### config.mk
export PLATFORM = sky130hd
export DESIGN_NAME = bit_serializer
export DESIGN_NICKNAME = d
export VERILOG_FILES = /design/src/rtl/bit_serializer_pkg.sv /design/src/rtl/bit_serializer_hold.sv /design/src/rtl/bit_serializer.sv
export SDC_FILE = /design/constraint.sdc
export NUM_CORES = 1
export LEC_CHECK = 0
export CORE_MARGIN = 2
export CORE_UTILIZATION = 51
export DETAILED_ROUTE_END_ITERATION = 10
export PLACE_DENSITY = 0.84
export SYNTH_ARGS = -nofsm -noshare
export SYNTH_HDL_FRONTEND = slang
export SYNTH_SLANG_ARGS = --single-unit
### constraint.sdc
create_clock -name clock -period 1.93 [get_ports clock]
set_clock_uncertainty 0.1 [all_clocks]
set_input_delay 0.386 -clock clock [delete_from_list [all_inputs] [get_ports clock]]
set_output_delay 0.386 -clock clock [all_outputs]
set_load 0.01 [all_outputs]
### src/rtl/bit_serializer_pkg.sv
// Shared FSM state type and counter sizing helper for the bit serializer.
package bit_serializer_pkg;

    typedef enum logic [1:0] {
        S_IDLE  = 2'd0,
        S_SHIFT = 2'd1,
        S_GAP   = 2'd2
    } state_t;

    // Width of a counter holding 0..n-1, never narrower than one bit.
    function automatic int cnt_width(input int n);
        return (n > 2) ? $clog2(n) : 1;
    endfunction

endpackage

### src/rtl/bit_serializer_hold.sv
// One-word holding register with valid/ready handshake feeding the serializer.
module bit_serializer_hold #(
    parameter int WIDTH = 8
) (
    input  logic             clock,
    input  logic             reset,
    input  logic [WIDTH-1:0] data_in,
    input  logic             data_valid,
    input  logic             unload,
    output logic             data_ready,
    output logic [WIDTH-1:0] hold_data,
    output logic             hold_full
);
    logic [WIDTH-1:0] data_r;
    logic             full_r;
    logic             accept_s;

    assign accept_s   = data_valid && !full_r;
    assign data_ready = !full_r;
    assign hold_data  = data_r;
    assign hold_full  = full_r;

    // Capture on accept; unload is only requested while full, so the two never coincide.
    always_ff @(posedge clock or negedge reset) begin
        if (!reset) begin
            data_r <= {WIDTH{1'b0}};
            full_r <= 1'b0;
        end else if (accept_s) begin
            data_r <= data_in;
            full_r <= 1'b1;
        end else if (unload) begin
            full_r <= 1'b0;
        end else begin
            full_r <= full_r;
        end
    end

endmodule

### src/rtl/bit_serializer.sv
// Parallel-to-serial converter with forced-zero gaps between words and a
// one-word holding register for continuous streaming.
module bit_serializer
    import bit_serializer_pkg::*;
#(
    parameter int WIDTH     = 8,
    parameter int GAP       = 1,
    parameter int MSB_FIRST = 1
) (
    input  logic             clock,
    input  logic             reset,
    input  logic [WIDTH-1:0] data_in,
    input  logic             data_valid,
    output logic             data_ready,
    output logic             serial_bit,
    output logic             serial_active,
    output logic             word_start
);
    localparam int BW = cnt_width(WIDTH);
    localparam int GW = cnt_width(GAP + 1);
    localparam logic [BW-1:0] BIT_LAST = BW'(WIDTH - 1);
    localparam logic [GW-1:0] GAP_LAST = GW'((GAP > 0) ? (GAP - 1) : 0);

    state_t           state_r, state_n;
    logic [WIDTH-1:0] shift_r, shift_n;
    logic [BW-1:0]    bit_cnt_r, bit_cnt_n;
    logic [GW-1:0]    gap_cnt_r, gap_cnt_n;
    logic             bit_r, bit_n;
    logic             active_r, active_n;
    logic             start_r, start_n;
    logic             load_s;
    logic             hold_full_s;
    logic [WIDTH-1:0] hold_data_s;

    bit_serializer_hold #(.WIDTH(WIDTH)) u_hold (
        .clock      (clock),
        .reset      (reset),
        .data_in    (data_in),
        .data_valid (data_valid),
        .unload     (load_s),
        .data_ready (data_ready),
        .hold_data  (hold_data_s),
        .hold_full  (hold_full_s)
    );

    function automatic logic head_bit(input logic [WIDTH-1:0] v);
        return (MSB_FIRST != 0) ? v[WIDTH-1] : v[0];
    endfunction

    function automatic logic [WIDTH-1:0] advance(input logic [WIDTH-1:0] v);
        return (MSB_FIRST != 0) ? {v[WIDTH-2:0], 1'b0} : {1'b0, v[WIDTH-1:1]};
    endfunction

    // Next-state logic; the shifter holds the bits still to come, and the
    // bit being presented is already in the output register.
    always_comb begin
        state_n   = state_r;
        shift_n   = shift_r;
        bit_cnt_n = bit_cnt_r;
        gap_cnt_n = gap_cnt_r;
        bit_n     = 1'b0;
        active_n  = 1'b0;
        start_n   = 1'b0;
        load_s    = 1'b0;
        case (state_r)
            S_IDLE: begin
                if (hold_full_s) begin
                    load_s = 1'b1;
                end else begin
                    state_n = S_IDLE;
                end
            end
            S_SHIFT: begin
                if (bit_cnt_r == BIT_LAST) begin
                    if (GAP > 0) begin
                        state_n   = S_GAP;
                        gap_cnt_n = {GW{1'b0}};
                    end else if (hold_full_s) begin
                        load_s = 1'b1;
                    end else begin
                        state_n = S_IDLE;
                    end
                end else begin
                    bit_n     = head_bit(shift_r);
                    active_n  = 1'b1;
                    shift_n   = advance(shift_r);
                    bit_cnt_n = bit_cnt_r + 1'b1;
                end
            end
            S_GAP: begin
                if (gap_cnt_r == GAP_LAST) begin
                    if (hold_full_s) begin
                        load_s = 1'b1;
                    end else begin
                        state_n = S_IDLE;
                    end
                end else begin
                    gap_cnt_n = gap_cnt_r + 1'b1;
                end
            end
            default: begin
                state_n = S_IDLE;
            end
        endcase
        if (load_s) begin
            state_n   = S_SHIFT;
            shift_n   = advance(hold_data_s);
            bit_cnt_n = {BW{1'b0}};
            bit_n     = head_bit(hold_data_s);
            active_n  = 1'b1;
            start_n   = 1'b1;
        end else begin
            start_n = 1'b0;
        end
    end

    // State, shifter, counters and registered outputs.
    always_ff @(posedge clock or negedge reset) begin
        if (!reset) begin
            state_r   <= S_IDLE;
            shift_r   <= {WIDTH{1'b0}};
            bit_cnt_r <= {BW{1'b0}};
            gap_cnt_r <= {GW{1'b0}};
            bit_r     <= 1'b0;
            active_r  <= 1'b0;
            start_r   <= 1'b0;
        end else begin
            state_r   <= state_n;
            shift_r   <= shift_n;
            bit_cnt_r <= bit_cnt_n;
            gap_cnt_r <= gap_cnt_n;
            bit_r     <= bit_n;
            active_r  <= active_n;
            start_r   <= start_n;
        end
    end

    assign serial_bit    = bit_r;
    assign serial_active = active_r;
    assign word_start    = start_r;

endmodule

== After elaboration in Yosys (flattened, before gate mapping) ==
Cells that the tools add are included.

* Register bits after elaboration: 26
* Latch bits: 0
* Bits in writable memories: 0
* Memory bits (read-only): 0
* Input port bits: 11
* Output and inout port bits: 4
* Word-level logic and storage cells: 53
* Memories: 0

* $add $sub $neg: 2
* Multipliers: 0
* Div/mod/pow operators: 0
* $lt $le $gt $ge: 0
* Equal/unequal tests: 7
* Shifts and indexed selects: 0
* Mux-type cells: 26
* Bitwise gates (word level): 0
* Reduce and logical (&&, ||, !) cells: 9

{| class="wikitable"
|+ Operator list
! cell !! count
|-
| $mux W8 || 3
|-
| $mux W1 || 13
|-
| $mux W3 || 3
|-
| $mux W2 || 4
|-
| $ne A3 B3 Y1 const B || 2
|-
| $pmux W2 S3 || 1
|-
| $reduce_and A2 Y1 || 3
|-
| $reduce_bool A2 Y1 || 3
|-
| $ne A2 B2 Y1 const B || 2
|-
| $pmux W1 S2 || 2
|-
| $add A3 B1 Y3 const B || 1
|-
| $eq A3 B3 Y1 const B || 1
|-
| $eq A2 B1 Y1 const B || 1
|-
| $eq A2 B2 Y1 const B || 1
|-
| $logic_not A2 Y1 || 1
|-
| $add A1 B1 Y1 const B || 1
|-
| $logic_and A1 B1 Y1 || 1
|-
| $logic_not A1 Y1 || 1
|}

== Depth between registers and ports, before layout ==
Gate-level depths: netlist of run 1.

* Depth after elaboration: 5
* Gate-level depth with buffers: 6
* Depth with buffers taken out: 5

== Cells and area by module ==
Synthesis of run 1 repeated with hierarchy kept, for this count alone.

* Cell total of the unflattened synthesis: 84
* Area, all modules: 1009.7 um^2

{| class="wikitable"
|+ Modules (own cells, without submodules)
! module !! instances !! cells each !! area an instance (um^2) !! sequential area each (um^2)
|-
| bit_serializer || 1 || 63 || 635.6 || 375.4
|-
| bit_serializer_hold || 1 || 21 || 374.1 || 225.2
|}

== Least setup slack after synthesis of run 1 ==
No wires, ideal clock.

* Path type: register to register
* Start point: register bit_cnt_r[0]
* End point: register shift_r[5]
* Setup time: 0.121 ns
* Data arrival time: 1.451 ns
* Data required time: 1.709 ns
* Setup slack: 0.258 ns
* Stages on the path, launching flop included: 7
* Path buffers: 1
* Period minus slack after synthesis: 1.672 ns
* Path through: dfrtp_1 > ha_1 > ha_1 > or3b_4 > buf_6 > o22ai_2 > nor2_1

* Word-level cells in the longest chain between the ends: 3

{| class="wikitable"
|+ Ends and longest elaborated chain
! what !! line !! text
|-
| start, declared || bit_serializer.sv:26 || <nowiki>logic [BW-1:0] bit_cnt_r, bit_cnt_n;</nowiki>
|-
| start signal, assigned || bit_serializer.sv:122 || <nowiki>bit_cnt_r <= {BW{1'b0}};</nowiki>
|-
| start signal, assigned || bit_serializer.sv:130 || <nowiki>bit_cnt_r <= bit_cnt_n;</nowiki>
|-
| $eq A3 B3 Y1 || bit_serializer.sv:74 || <nowiki>if (bit_cnt_r == BIT_LAST) begin</nowiki>
|-
| $ne A2 B2 Y1 (no line) || n/a ||
|-
| $reduce_and A2 Y1 (no line) || n/a ||
|-
| end signal, assigned || bit_serializer.sv:121 || <nowiki>shift_r <= {WIDTH{1'b0}};</nowiki>
|-
| end signal, assigned || bit_serializer.sv:129 || <nowiki>shift_r <= shift_n;</nowiki>
|-
| end, declared || bit_serializer.sv:25 || <nowiki>logic [WIDTH-1:0] shift_r, shift_n;</nowiki>
|}

No other way between the ends.
A chain may end at the register's enable or synchronous reset.

== Worst setup path after layout of run 1 ==
* Start point: register u_hold.full_r, in the netlist u_hold.hold_full
* End point: output data_ready

* Word-level cells in the longest chain between the ends: 1

{| class="wikitable"
|+ Ends and longest elaborated chain
! what !! line !! text
|-
| start, declared || bit_serializer_hold.sv:15 || <nowiki>logic full_r;</nowiki>
|-
| start signal, assigned || bit_serializer_hold.sv:34 || <nowiki>full_r <= full_r;</nowiki>
|-
| $logic_not A1 Y1 || bit_serializer_hold.sv:19 || <nowiki>assign data_ready = !full_r;</nowiki>
|-
| end, declared || bit_serializer.sv:14 || <nowiki>output logic data_ready,</nowiki>
|}

No other way between the ends.

==> results of run 1 <==
==> critical path: stages (launching register included) <==
cell,delay [ps]
dfrtp_1,430
inv_1,80
clkdlybuf4s50_1,530
==> synthesized netlist by cell type, types with 2 or more instances <==
cell     count
mux2_2       8
nand2_1      8
nor2_1       6
o22ai_1      3
dfrtp_1     24
ha_1         2
o22ai_2      3
nor3_1       6
nand3_1      4
buf_2        2
==> where the power goes <==
group	internal, mW	switching (mW)	total (mW)
clock network	0.115	0.139	0.254
registers	0.753	0.158	0.911
logic	0.420	0.396	0.816
==> kinds of logic after synthesis <==
| logic type | Yosys count | share of synthesized area (%) |
|---|---|---|
| and+or+nand+nor | 29 | 15.2 |
| DFF | 24 | 61.9 |
| AOI/OAI and AO/OA | 9 | 8.00 |
| muxes | 8 | 9.29 |
| buffers and inverters | 5 | 2.97 |
| adders and majority gates | 2 | 2.58 |
==> worst max-delay path by stage <==
| stage | from | endpoint | slack [ps] |
|---|---|---|---|
| 6_report | u_hold.hold_full$_DFFE_PN0P_ | data_ready | 90 |
| 5_1_grt | bit_cnt_r[0]$_DFFE_PN0P_ | shift_r[2]$_DFFE_PN0P_ | 20 |
| 4_1_cts | u_hold.hold_full$_DFFE_PN0P_ | data_ready | 80 |
| 3_5_place_dp | bit_cnt_r[0]$_DFFE_PN0P_ | shift_r[3]$_DFFE_PN0P_ | 170 |
| 3_3_place_gp | data_valid | u_hold.hold_data[6]$_DFFE_PN0P_ | 230 |
| 2_1_floorplan | bit_cnt_r[0]$_DFFE_PN0P_ | shift_r[5]$_DFFE_PN0P_ | 260 |
==> per-layer routing <==
metal / part of all wire [%] / GRT usage [%]
met2: 54 / 33.8
met4: 0.86 / 4.86
met1: 41 / 24.6
met5: 0 / 0
met3: 3.7 / 4.53
==> registers in the layout (all words and copies together), names as in the netlist <==
| signal | count |
|---|---|
| u_hold.hold_data | 8 |
| shift_r | 7 |
| bit_cnt_r | 3 |
| state_r | 2 |
| serial_active | 1 |
| serial_bit | 1 |
| u_hold.hold_full | 1 |
| word_start | 1 |
==> area by class of cell <==
type / count / area share [%]
Sequential cell: 24 / 50.6
Multi-Input combinational cell: 48 / 28.7
Clock buffer: 4 / 3.06
Timing Repair Buffer: 18 / 14.3
Inverter: 2 / 0.633
Tap cell: 25 / 2.64
==> per-stage QoR <==
stage | instance area (sq um) | setup slack (ps) | hold slack [ps]
final | 1190 | 92.9 | 310
after global routing | 1190 | 18.5 | 338
after CTS | 1190 | 80.7 | 318
after detailed placement | 1150 | 169 | 374
after global placement | 1150 | 229 | 363
after floorplan | 970 | 258 | -9.59
==> results.yml, run 1 <==
status:
  outcome: "finished, final reports clean"
layout:
  layout_common_cells: "24 x dfrtp_1, 14 x clkdlybuf4s50_1, 8 x nand2_1, 8 x mux2_2"
  final_common_cell: "dfrtp_1"
  final_nets: 110
  multi_input_area_sq_um: 340
  fill_cells: 142
  syn2layout_area_growth_pct: 22.3
  utilization_pct: 67.2
  fin_cells: 121
  diodes: 0
  drive_gt1_share_pct: 21.9
  final-seq-area_sq_um: 601
detailed_routing:
  firstDrtPassIters: 4
  drt_wl_total_mm: 1.75
  vias: 641
  drt_drc_violations_left: 0
  drtIter0Drc: 18
  ant_nets: 0
  viasPerCell: 5.30
  wl_per_cell_um: 14.5
setup_path:
  end_kind: "output pin"
  crit_path_max_fanout: 4
  r2r_start: "bit_cnt_r[0]$_DFFE_PN0P_"
  required_ps: 1440
  worstRegToRegCells: 5
  crit_type: "reg -> out"
  r2r_end: "shift_r[3]$_DFFE_PN0P_"
  arrival_ps: 1350
  r2r_slack_ps: 130
  start_kind: "register"
clock_network:
  clk_path_buf_depth: 2
  cts_tree: "done"
  clkSinkCount: 24
  hold_buffers: 0
  cts_resized: 0
  postCtsSetupRepairBufs: 0
  worstSkewPairLatency_ps: 310
  cts_root_buf: "clkbuf_4"
  cts_buffers: 3
  clk_pin_slew_ps: 130
  cts_max_level: 1
sta:
  rsz0062_at_grt: "false"
  clock.fmax_mhz: 544
  worst_slew_pin_slew_ps: 278
  drv_slew: 0
  hold_viol_final: 0
  finalCriticalPeriod_ps: 1840
  relSlewSlack_pct: 81.3
  finalSetupTns_ps: 0
  finalSetupViolCount: 0
  post-route-period-util_pct: 95.2
worst_hold_path:
  hold_path.class: "in -> async"
grt:
  grt_max_degree: 25
  grt_remaining_overflow: 0
  grt_pass1_vias: 680
  grt_pass1_wl_mm: 3.02
  track_usage_pct: 19.4
  antenna_found_initial: 0
placed_design:
  gp_congestion: 0.774
  numPortBuffers: 14
  dp_cells: 117
  hpwlAfterDp_mm: 1.29
die:
  die_y_um: 47.6
  die_w_um: 47.6
  io_pins: 15
  rows: 15
  die_area_sq_mm: 0.00227
  placeableCoreArea_sq_mm: 0.00176
  initial_utilization_pct: 55.0
synth:
  syn_inst: 77
  async_flop_share_pct: 100
  netlist_top_cells_area: "dfrtp_1 62%, mux2_2 9.3%, o22ai_2 3.9%"
  synth.top_cell.area_share_pct: 61.9
  ys.flop_type: "dfrtp_1"
  synth_fp_nets: 90
  ys_seq_area_share_pct: 61.9
  synth_edf_count: 0
  synth_seq_cells: 24
  syn_area_sq_um: 970
  ys_warn_count: 0
  syn_area_per_cell_sq_um: 12.6
  synth_area_leader_cell: "dfrtp_1"
  ys_types: 21
power:
  power.total_mw: 1.98
  p_leak_nw: 0.534
  powerDensity_mw_per_mm2: 1670
  ir_drop_mv: 1.06
flow_run:
  cap_violations: 0
Power figures use the tool's default switching activity.
==> run 2, diff against run 1 <==
--- a/config.mk
+++ b/config.mk
@@ -5,6 +5,7 @@
 export SDC_FILE = /design/constraint.sdc
 export NUM_CORES = 1
 export LEC_CHECK = 0
+export CAP_MARGIN = 20
 export CORE_MARGIN = 2
 export CORE_UTILIZATION = 51
 export DETAILED_ROUTE_END_ITERATION = 10
==> results of run 2 <==
No change in the layout: final DEF, timing and power equal those of run 1.
